===== config.mk =====
export PLATFORM = sky130hd
export DESIGN_NAME = wsp_sequencer
export DESIGN_NICKNAME = d
export VERILOG_FILES = /design/src/rtl/wsp_pkg.sv /design/src/rtl/wsp_sequencer.sv
export SDC_FILE = /design/constraint.sdc
export NUM_CORES = 1
export LEC_CHECK = 0
export CORE_MARGIN = 1
export CORE_UTILIZATION = 45
export DETAILED_ROUTE_END_ITERATION = 7
export HOLD_SLACK_MARGIN = 0.06
export PLACE_DENSITY_LB_ADDON = 0.1
export SYNTH_ARGS = -nofsm -noshare
export SYNTH_HDL_FRONTEND = slang
export SYNTH_SLANG_ARGS = --single-unit

===== constraint.sdc =====
create_clock -name WRCK -period 2.5 [get_ports WRCK]
set_input_delay 0.25 -clock WRCK [delete_from_list [all_inputs] [get_ports WRCK]]
set_output_delay 0.25 -clock WRCK [all_outputs]
set_load 0.01 [all_outputs]

===== src/rtl/wsp_pkg.sv =====
// Shared definitions for the IEEE 1500 wrapper serial port sequencer:
// FSM states, command op codes and the host-visible WIR opcodes.
package wsp_pkg;

    typedef enum logic [2:0] {
        ST_IDLE    = 3'd0,
        ST_CAPTURE = 3'd1,
        ST_SHIFT   = 3'd2,
        ST_UPDATE  = 3'd3,
        ST_DONE    = 3'd4
    } wsp_state_e;

    localparam logic OP_SCAN_WDR = 1'b0;
    localparam logic OP_LOAD_WIR = 1'b1;

    localparam int unsigned WIR_W = 12;

    // One-hot WIR instruction fields loaded by the host through OP_LOAD_WIR.
    localparam logic [WIR_W-1:0] WIR_BYPASS = 12'h001;
    localparam logic [WIR_W-1:0] WIR_EXTEST = 12'h002;
    localparam logic [WIR_W-1:0] WIR_SAFE   = 12'h004;
    localparam logic [WIR_W-1:0] WIR_INTEST = 12'h008;

endpackage


===== src/rtl/wsp_sequencer.sv =====
// Wrapper serial port sequencer: runs one CAPTURE/SHIFT/UPDATE command at a time,
// serialising the payload onto WSI and collecting WSO into a right-justified response.
module wsp_sequencer
    import wsp_pkg::*;
#(
    parameter int MAX_LEN = 32,
    parameter int LEN_W   = 6,
    parameter int WIR_LEN = 12
) (
    input  logic               WRCK,
    input  logic               WRST,
    input  logic               cmd_valid,
    output logic               cmd_ready,
    input  logic               cmd_op,
    input  logic [LEN_W-1:0]   cmd_len,
    input  logic [MAX_LEN-1:0] cmd_data,
    input  logic               cmd_noupd,
    input  logic               abort,
    output logic               rsp_valid,
    output logic [MAX_LEN-1:0] rsp_data,
    output logic               rsp_err,
    output logic               SelectWIR,
    output logic               CaptureWR,
    output logic               ShiftWR,
    output logic               UpdateWR,
    output logic               WSI,
    input  logic               WSO
);

    wsp_state_e         state_q, state_d;
    logic               op_q, op_d;
    logic               noupd_q, noupd_d;
    logic [LEN_W-1:0]   len_q, len_d;
    logic [LEN_W-1:0]   k_q, k_d;
    logic [MAX_LEN-1:0] shreg_q, shreg_d;
    logic [MAX_LEN-1:0] cap_q, cap_d;
    logic               ready_q, ready_d;
    logic               rsp_valid_q, rsp_valid_d;
    logic               rsp_err_q, rsp_err_d;
    logic               sel_q, sel_d;
    logic               capwr_q, capwr_d;
    logic               shwr_q, shwr_d;
    logic               updwr_q, updwr_d;
    logic               wsi_q, wsi_d;
    logic               abort_hit_s;

    function automatic logic [LEN_W-1:0] eff_len(input logic op, input logic [LEN_W-1:0] len);
        logic [LEN_W-1:0] l;
        if (op == OP_LOAD_WIR) begin
            l = LEN_W'(WIR_LEN);
        end else if (len > LEN_W'(MAX_LEN)) begin
            l = LEN_W'(MAX_LEN);
        end else begin
            l = len;
        end
        return l;
    endfunction

    // Next-state logic; every output strobe is derived from the next state so it leaves a flop.
    always_comb begin
        state_d     = state_q;
        op_d        = op_q;
        noupd_d     = noupd_q;
        len_d       = len_q;
        k_d         = k_q;
        shreg_d     = shreg_q;
        cap_d       = cap_q;
        abort_hit_s = 1'b0;

        case (state_q)
            ST_IDLE: begin
                if (cmd_valid && ready_q) begin
                    op_d    = cmd_op;
                    noupd_d = cmd_noupd;
                    len_d   = eff_len(cmd_op, cmd_len);
                    shreg_d = cmd_data;
                    cap_d   = {MAX_LEN{1'b0}};
                    k_d     = {LEN_W{1'b0}};
                    state_d = ST_CAPTURE;
                end else begin
                    state_d = ST_IDLE;
                end
            end
            ST_CAPTURE: begin
                k_d = {LEN_W{1'b0}};
                if (abort) begin
                    abort_hit_s = 1'b1;
                    state_d     = ST_DONE;
                end else if (len_q != {LEN_W{1'b0}}) begin
                    state_d = ST_SHIFT;
                end else if (noupd_q) begin
                    state_d = ST_DONE;
                end else begin
                    state_d = ST_UPDATE;
                end
            end
            ST_SHIFT: begin
                // The bit on the abort edge is still captured, so an abort in shift n keeps n bits.
                cap_d   = cap_q | (MAX_LEN'(WSO) << k_q);
                shreg_d = shreg_q >> 1;
                k_d     = k_q + LEN_W'(1);
                if (abort) begin
                    abort_hit_s = 1'b1;
                    state_d     = ST_DONE;
                end else if (k_q == (len_q - LEN_W'(1))) begin
                    state_d = noupd_q ? ST_DONE : ST_UPDATE;
                end else begin
                    state_d = ST_SHIFT;
                end
            end
            ST_UPDATE: begin
                state_d = ST_DONE;
            end
            ST_DONE: begin
                state_d = ST_IDLE;
            end
            default: begin
                state_d = ST_IDLE;
            end
        endcase

        ready_d     = (state_d == ST_IDLE);
        rsp_valid_d = (state_d == ST_DONE);
        rsp_err_d   = abort_hit_s;
        capwr_d     = (state_d == ST_CAPTURE);
        shwr_d      = (state_d == ST_SHIFT);
        updwr_d     = (state_d == ST_UPDATE);
        sel_d       = (capwr_d | shwr_d | updwr_d) & op_d;
        wsi_d       = shwr_d & shreg_d[0];
    end

    // State and output registers; reset drops every strobe immediately.
    always_ff @(posedge WRCK or posedge WRST) begin
        if (WRST) begin
            state_q     <= ST_IDLE;
            op_q        <= 1'b0;
            noupd_q     <= 1'b0;
            len_q       <= {LEN_W{1'b0}};
            k_q         <= {LEN_W{1'b0}};
            shreg_q     <= {MAX_LEN{1'b0}};
            cap_q       <= {MAX_LEN{1'b0}};
            ready_q     <= 1'b1;
            rsp_valid_q <= 1'b0;
            rsp_err_q   <= 1'b0;
            sel_q       <= 1'b0;
            capwr_q     <= 1'b0;
            shwr_q      <= 1'b0;
            updwr_q     <= 1'b0;
            wsi_q       <= 1'b0;
        end else begin
            state_q     <= state_d;
            op_q        <= op_d;
            noupd_q     <= noupd_d;
            len_q       <= len_d;
            k_q         <= k_d;
            shreg_q     <= shreg_d;
            cap_q       <= cap_d;
            ready_q     <= ready_d;
            rsp_valid_q <= rsp_valid_d;
            rsp_err_q   <= rsp_err_d;
            sel_q       <= sel_d;
            capwr_q     <= capwr_d;
            shwr_q      <= shwr_d;
            updwr_q     <= updwr_d;
            wsi_q       <= wsi_d;
        end
    end

    assign cmd_ready = ready_q;
    assign rsp_valid = rsp_valid_q;
    assign rsp_err   = rsp_err_q;
    assign rsp_data  = cap_q;
    assign SelectWIR = sel_q;
    assign CaptureWR = capwr_q;
    assign ShiftWR   = shwr_q;
    assign UpdateWR  = updwr_q;
    assign WSI       = wsi_q;

endmodule


==> run_summary.xml <==
<?xml version="1.0" encoding="UTF-8"?>
<metrics>
  <group name="global_route">
    <metric name="grt.total_usage" unit="%">20.2</metric>
    <metric name="first_global_vias" unit="">2910</metric>
    <metric name="antenna_found_initial" unit="">0</metric>
    <metric name="grt_start_max_net_pins" unit="">90</metric>
    <metric name="grt_first_pass_wirelength" unit="um">13800</metric>
    <metric name="grt_overflow_total" unit="">0</metric>
  </group>
  <group name="final_layout">
    <metric name="antenna_cells" unit="">0</metric>
    <metric name="area_overhead_vs_synth" unit="%">28.8</metric>
    <metric name="filler_cell_count" unit="">714</metric>
    <metric name="drive_gt1_share" unit="%">7.28</metric>
    <metric name="nNetsFinal" unit="">496</metric>
    <metric name="post-route-cell-area" unit="sq um">4930</metric>
  </group>
  <group name="timing">
    <metric name="timing.final.crit_share" unit="%">89.0</metric>
    <metric name="setup_violations" unit="">0</metric>
    <metric name="maxSlewHeadroom" unit="%">67.2</metric>
    <metric name="worst_hold_slack" unit="ns">0.360</metric>
    <metric name="rsz0062_at_grt" unit="">false</metric>
    <metric name="fin_tns_setup" unit="ns">0</metric>
    <metric name="worst_clock_skew" unit="ns">0.00517</metric>
    <metric name="layout_min_cycle_time" unit="ns">2.23</metric>
    <metric name="finalHoldViolCount" unit="">0</metric>
    <metric name="fmax" unit="MHz">449</metric>
    <metric name="worst_slack" unit="ns">0.274</metric>
    <metric name="report.final.slew_viol_count" unit="">0</metric>
    <metric name="max_slew.worst_pin.slew" unit="ns">0.492</metric>
  </group>
  <group name="pwr">
    <metric name="power.leakage" unit="nW">2.27</metric>
    <metric name="power_density" unit="nW/um^2">1020</metric>
    <metric name="irDropWorstVdd" unit="uV">657</metric>
  </group>
  <group name="clock_tree">
    <metric name="cts-buffers-inserted" unit="">9</metric>
    <metric name="clock_sinks" unit="">89</metric>
    <metric name="h-tree-depth" unit="">3</metric>
    <metric name="cts.root.buffer_cell" unit="">sky130_fd_sc_hd__clkbuf_8</metric>
    <metric name="cts_hold_fix_bufs" unit="">0</metric>
    <metric name="cts.path.max_buffers" unit="">2</metric>
    <metric name="postCtsSetupRepairBufs" unit="">0</metric>
    <metric name="worst_setup_hold_path_clk_slew" unit="ns">0.08</metric>
    <metric name="tritoncts" unit="">built</metric>
    <metric name="clock_latency_of_the_later_clocked_register_in_the_worst_skew_pair" unit="ns">0.35</metric>
    <metric name="ctsResizeCount" unit="">0</metric>
  </group>
  <group name="yosys">
    <metric name="synth_cells" unit="">374</metric>
    <metric name="synth_top_area_share" unit="%">57.5</metric>
    <metric name="netlist-cell-type-count" unit="">46</metric>
    <metric name="postSynth.asyncResetShare" unit="%">100</metric>
    <metric name="synth.cell_area" unit="sq um">3830</metric>
    <metric name="synth.net_count" unit="">421</metric>
    <metric name="yosys_most_used_dff" unit="">sky130_fd_sc_hd__dfrtp_1</metric>
    <metric name="biggest_area_contributors_in_the_synthesized_netlist" unit="">sky130_fd_sc_hd__dfrtp_1 57%, sky130_fd_sc_hd__a222oi_1 8.1%, sky130_fd_sc_hd__o21ai_0 5.9%</metric>
    <metric name="yosys_register_bits" unit="">89</metric>
    <metric name="leading_area_contributor_after_synthesis" unit="">sky130_fd_sc_hd__dfrtp_1</metric>
    <metric name="post_synth.cell_area_avg" unit="sq um">10.2</metric>
    <metric name="ys_seq_area_share" unit="%">58.2</metric>
    <metric name="synth.yosys.warnings" unit="">0</metric>
    <metric name="number_of_synthesized_flops_with_an_enable_pin" unit="">0</metric>
  </group>
  <group name="floorplanning">
    <metric name="fp.dieH" unit="um">94.3</metric>
    <metric name="dieWidth" unit="um">94.3</metric>
    <metric name="core_area" unit="sq um">8220</metric>
    <metric name="boundaryPins" unit="">85</metric>
    <metric name="row_count" unit="">33</metric>
    <metric name="floorplan.die_area" unit="sq um">8890</metric>
    <metric name="floorplan.initialDensity" unit="%">46.6</metric>
  </group>
  <group name="routing">
    <metric name="postRouteAntennaNets" unit="">0</metric>
    <metric name="drt_drc_violations_left" unit="">0</metric>
    <metric name="finalWirelength" unit="um">8230</metric>
    <metric name="vias_per_cell" unit="">5.39</metric>
    <metric name="drt_pass1_iterations" unit="">7</metric>
    <metric name="wl_per_cell" unit="um">14.7</metric>
    <metric name="route.vias.total" unit="">3007</metric>
    <metric name="drt_iter0_markers" unit="">224</metric>
  </group>
  <group name="setup_path">
    <metric name="worstSetupStartpointType" unit="">flop</metric>
    <metric name="critPathMaxFanout" unit="">5</metric>
    <metric name="r2r.worst_path.cells" unit="">8</metric>
    <metric name="worst_ep_arrival_time" unit="ns">2.44</metric>
    <metric name="crit_type" unit="">flop to flop</metric>
    <metric name="cp_data_required_time" unit="ns">2.72</metric>
    <metric name="endpoint_kind" unit="">flop</metric>
    <metric name="reg2reg_setup_slack" unit="ns">0.27</metric>
    <metric name="crit-reg2reg-launch" unit="">len_q[0]</metric>
    <metric name="timing.rr.end" unit="">SelectWIR</metric>
  </group>
  <group name="placement">
    <metric name="hpwl" unit="um">5590</metric>
    <metric name="placed_cell_area" unit="sq um">4740</metric>
    <metric name="pre_cts_ws" unit="ns">0.282</metric>
    <metric name="portBuffers" unit="">84</metric>
    <metric name="routabilityCongestion" unit="">0.809</metric>
  </group>
  <group name="hold_path">
    <metric name="min_delay_worst_type" unit="">input port to asynchronous set/reset pin</metric>
  </group>
  <group name="job">
    <metric name="max_cap_viol_count" unit="">0</metric>
  </group>
  <group name="outcome">
    <metric name="run_status" unit="">complete, no violations</metric>
  </group>
</metrics>
==> sequential cells by signal, summed over array words and instances (netlist names), 3 cells and up <==
register / flops
rsp_data: 32
k_q: 6
state_q: 3
len_q: 6
shreg_q: 32
==> worst max-delay path, cell delays in order, from the launching register on <==
cell and delay [ns]:
sky130_fd_sc_hd__dfrtp_1 0.42, sky130_fd_sc_hd__inv_1 0.08, sky130_fd_sc_hd__ha_1 0.20, sky130_fd_sc_hd__or3b_2 0.48, sky130_fd_sc_hd__nor3_2 0.27, sky130_fd_sc_hd__a211o_1 0.18
sky130_fd_sc_hd__a211oi_1 0.06, sky130_fd_sc_hd__nor2_1 0.29, sky130_fd_sc_hd__a221oi_2 0.11
==> placed cells by master (no fill, tap or decap), types with 2 or more instances in the layout <==
cell                              netlist  routed
sky130_fd_sc_hd__a21o_1                 2       2
sky130_fd_sc_hd__clkdlybuf4s50_1        0      84
sky130_fd_sc_hd__nand2_1               56      56
sky130_fd_sc_hd__nand3b_1               2       2
sky130_fd_sc_hd__xnor2_1                7       7
sky130_fd_sc_hd__clkbuf_8               0      10
sky130_fd_sc_hd__nand4_1                4       4
sky130_fd_sc_hd__a31oi_1                2       2
sky130_fd_sc_hd__dfrtp_1               88      88
sky130_fd_sc_hd__nor2_2                 2       2
sky130_fd_sc_hd__nor3_1                 7       7
sky130_fd_sc_hd__or3b_2                 2       2
sky130_fd_sc_hd__nand3_1               10      10
sky130_fd_sc_hd__inv_1                 38      37
sky130_fd_sc_hd__a222oi_1              31      31
sky130_fd_sc_hd__a21oi_1                5       5
sky130_fd_sc_hd__a22o_1                 2       2
sky130_fd_sc_hd__clkinvlp_4             0       3
sky130_fd_sc_hd__nor2_1                15      15
sky130_fd_sc_hd__buf_4                  0       5
sky130_fd_sc_hd__ha_1                   2       2
sky130_fd_sc_hd__o21ai_0               45      45
sky130_fd_sc_hd__nand2b_1               4       4
sky130_fd_sc_hd__nor3_2                 3       3
==> metal layers <==
layer	vias to the layer above	global-route usage (%)	routed length, um
li1	1477	-	-
met1	1430	26.6	3680
met2	92	32.1	4010
met3	8	5.50	451
met4	0	6.41	81
met5	-	0	0
==> cell type report <==
cell class / instances / area, sq um / area share, %
inverters: 38 / 146 / 2.97
multi-input cells: 221 / 1340 / 27.1
clock buffers: 11 / 141 / 2.87
repair buffers: 90 / 898 / 18.2
flip-flops and latches: 89 / 2230 / 45.2
clock inverters: 4 / 53.8 / 1.09
well taps: 105 / 131 / 2.66
==> how the worst max path moves through the flow <==
stage | end | cells after the start | startpoint
2_1_floorplan | SelectWIR | 8 | len_q[0]
3_3_place_gp | SelectWIR | 8 | len_q[0]
3_5_place_dp | SelectWIR | 8 | len_q[0]
4_1_cts | SelectWIR | 8 | len_q[0]
5_1_grt | SelectWIR | 8 | len_q[0]
6_report | SelectWIR | 8 | len_q[0]
==> cells in the mapped netlist (2+ instances only) <==
cell type and count:
sky130_fd_sc_hd__dfrtp_1 88, sky130_fd_sc_hd__nand2_1 56, sky130_fd_sc_hd__o21ai_0 45, sky130_fd_sc_hd__inv_1 38
sky130_fd_sc_hd__a222oi_1 31, sky130_fd_sc_hd__clkbuf_1 17, sky130_fd_sc_hd__nor2_1 15, sky130_fd_sc_hd__nand3_1 10
sky130_fd_sc_hd__nor3_1 7, sky130_fd_sc_hd__xnor2_1 7, sky130_fd_sc_hd__a21oi_1 5, sky130_fd_sc_hd__buf_2 5
sky130_fd_sc_hd__nand2b_1 4, sky130_fd_sc_hd__nand4_1 4, sky130_fd_sc_hd__nor3_2 3, sky130_fd_sc_hd__a21o_1 2
sky130_fd_sc_hd__a22o_1 2, sky130_fd_sc_hd__a31oi_1 2, sky130_fd_sc_hd__buf_6 2, sky130_fd_sc_hd__ha_1 2
sky130_fd_sc_hd__nand3b_1 2, sky130_fd_sc_hd__nor2_2 2, sky130_fd_sc_hd__or3b_2 2
==> through the flow <==
| stage | utilization, % | power, mW | cells |
|---|---|---|---|
| after CTS | 60.1 | 5.09 | 558 |
| after detailed placement | 57.7 | 4.11 | 543 |
| after global routing | 60.1 | 5.41 | 558 |
| after floorplan | - | 3.58 | 374 |
| after global placement | 57.7 | 4.05 | 543 |
| final | 60.1 | 5.03 | 558 |
==> report_power, final <==
group	internal (mW)	leakage (nW)	switching (mW)
Combinational	0.834	1.00	1.06
Clock	0.486	0.0916	0.482
Sequential	1.85	1.18	0.321
==> cell families (layout without fill, tap and decap cells) <==
family / after synthesis / count (layout) / share of synthesized area (%)
flip-flops: 89 / 89 / 58.2
AO/OA/AOI/OAI: 98 / 98 / 18.4
AND/OR/NAND/NOR: 113 / 113 / 13.9
XOR/XNOR: 8 / 8 / 1.83
adder cells (fa/ha/maj): 2 / 2 / 0.653
buffers and inverters: 64 / 143 / 6.99
Power figures use the tool's default switching activity.
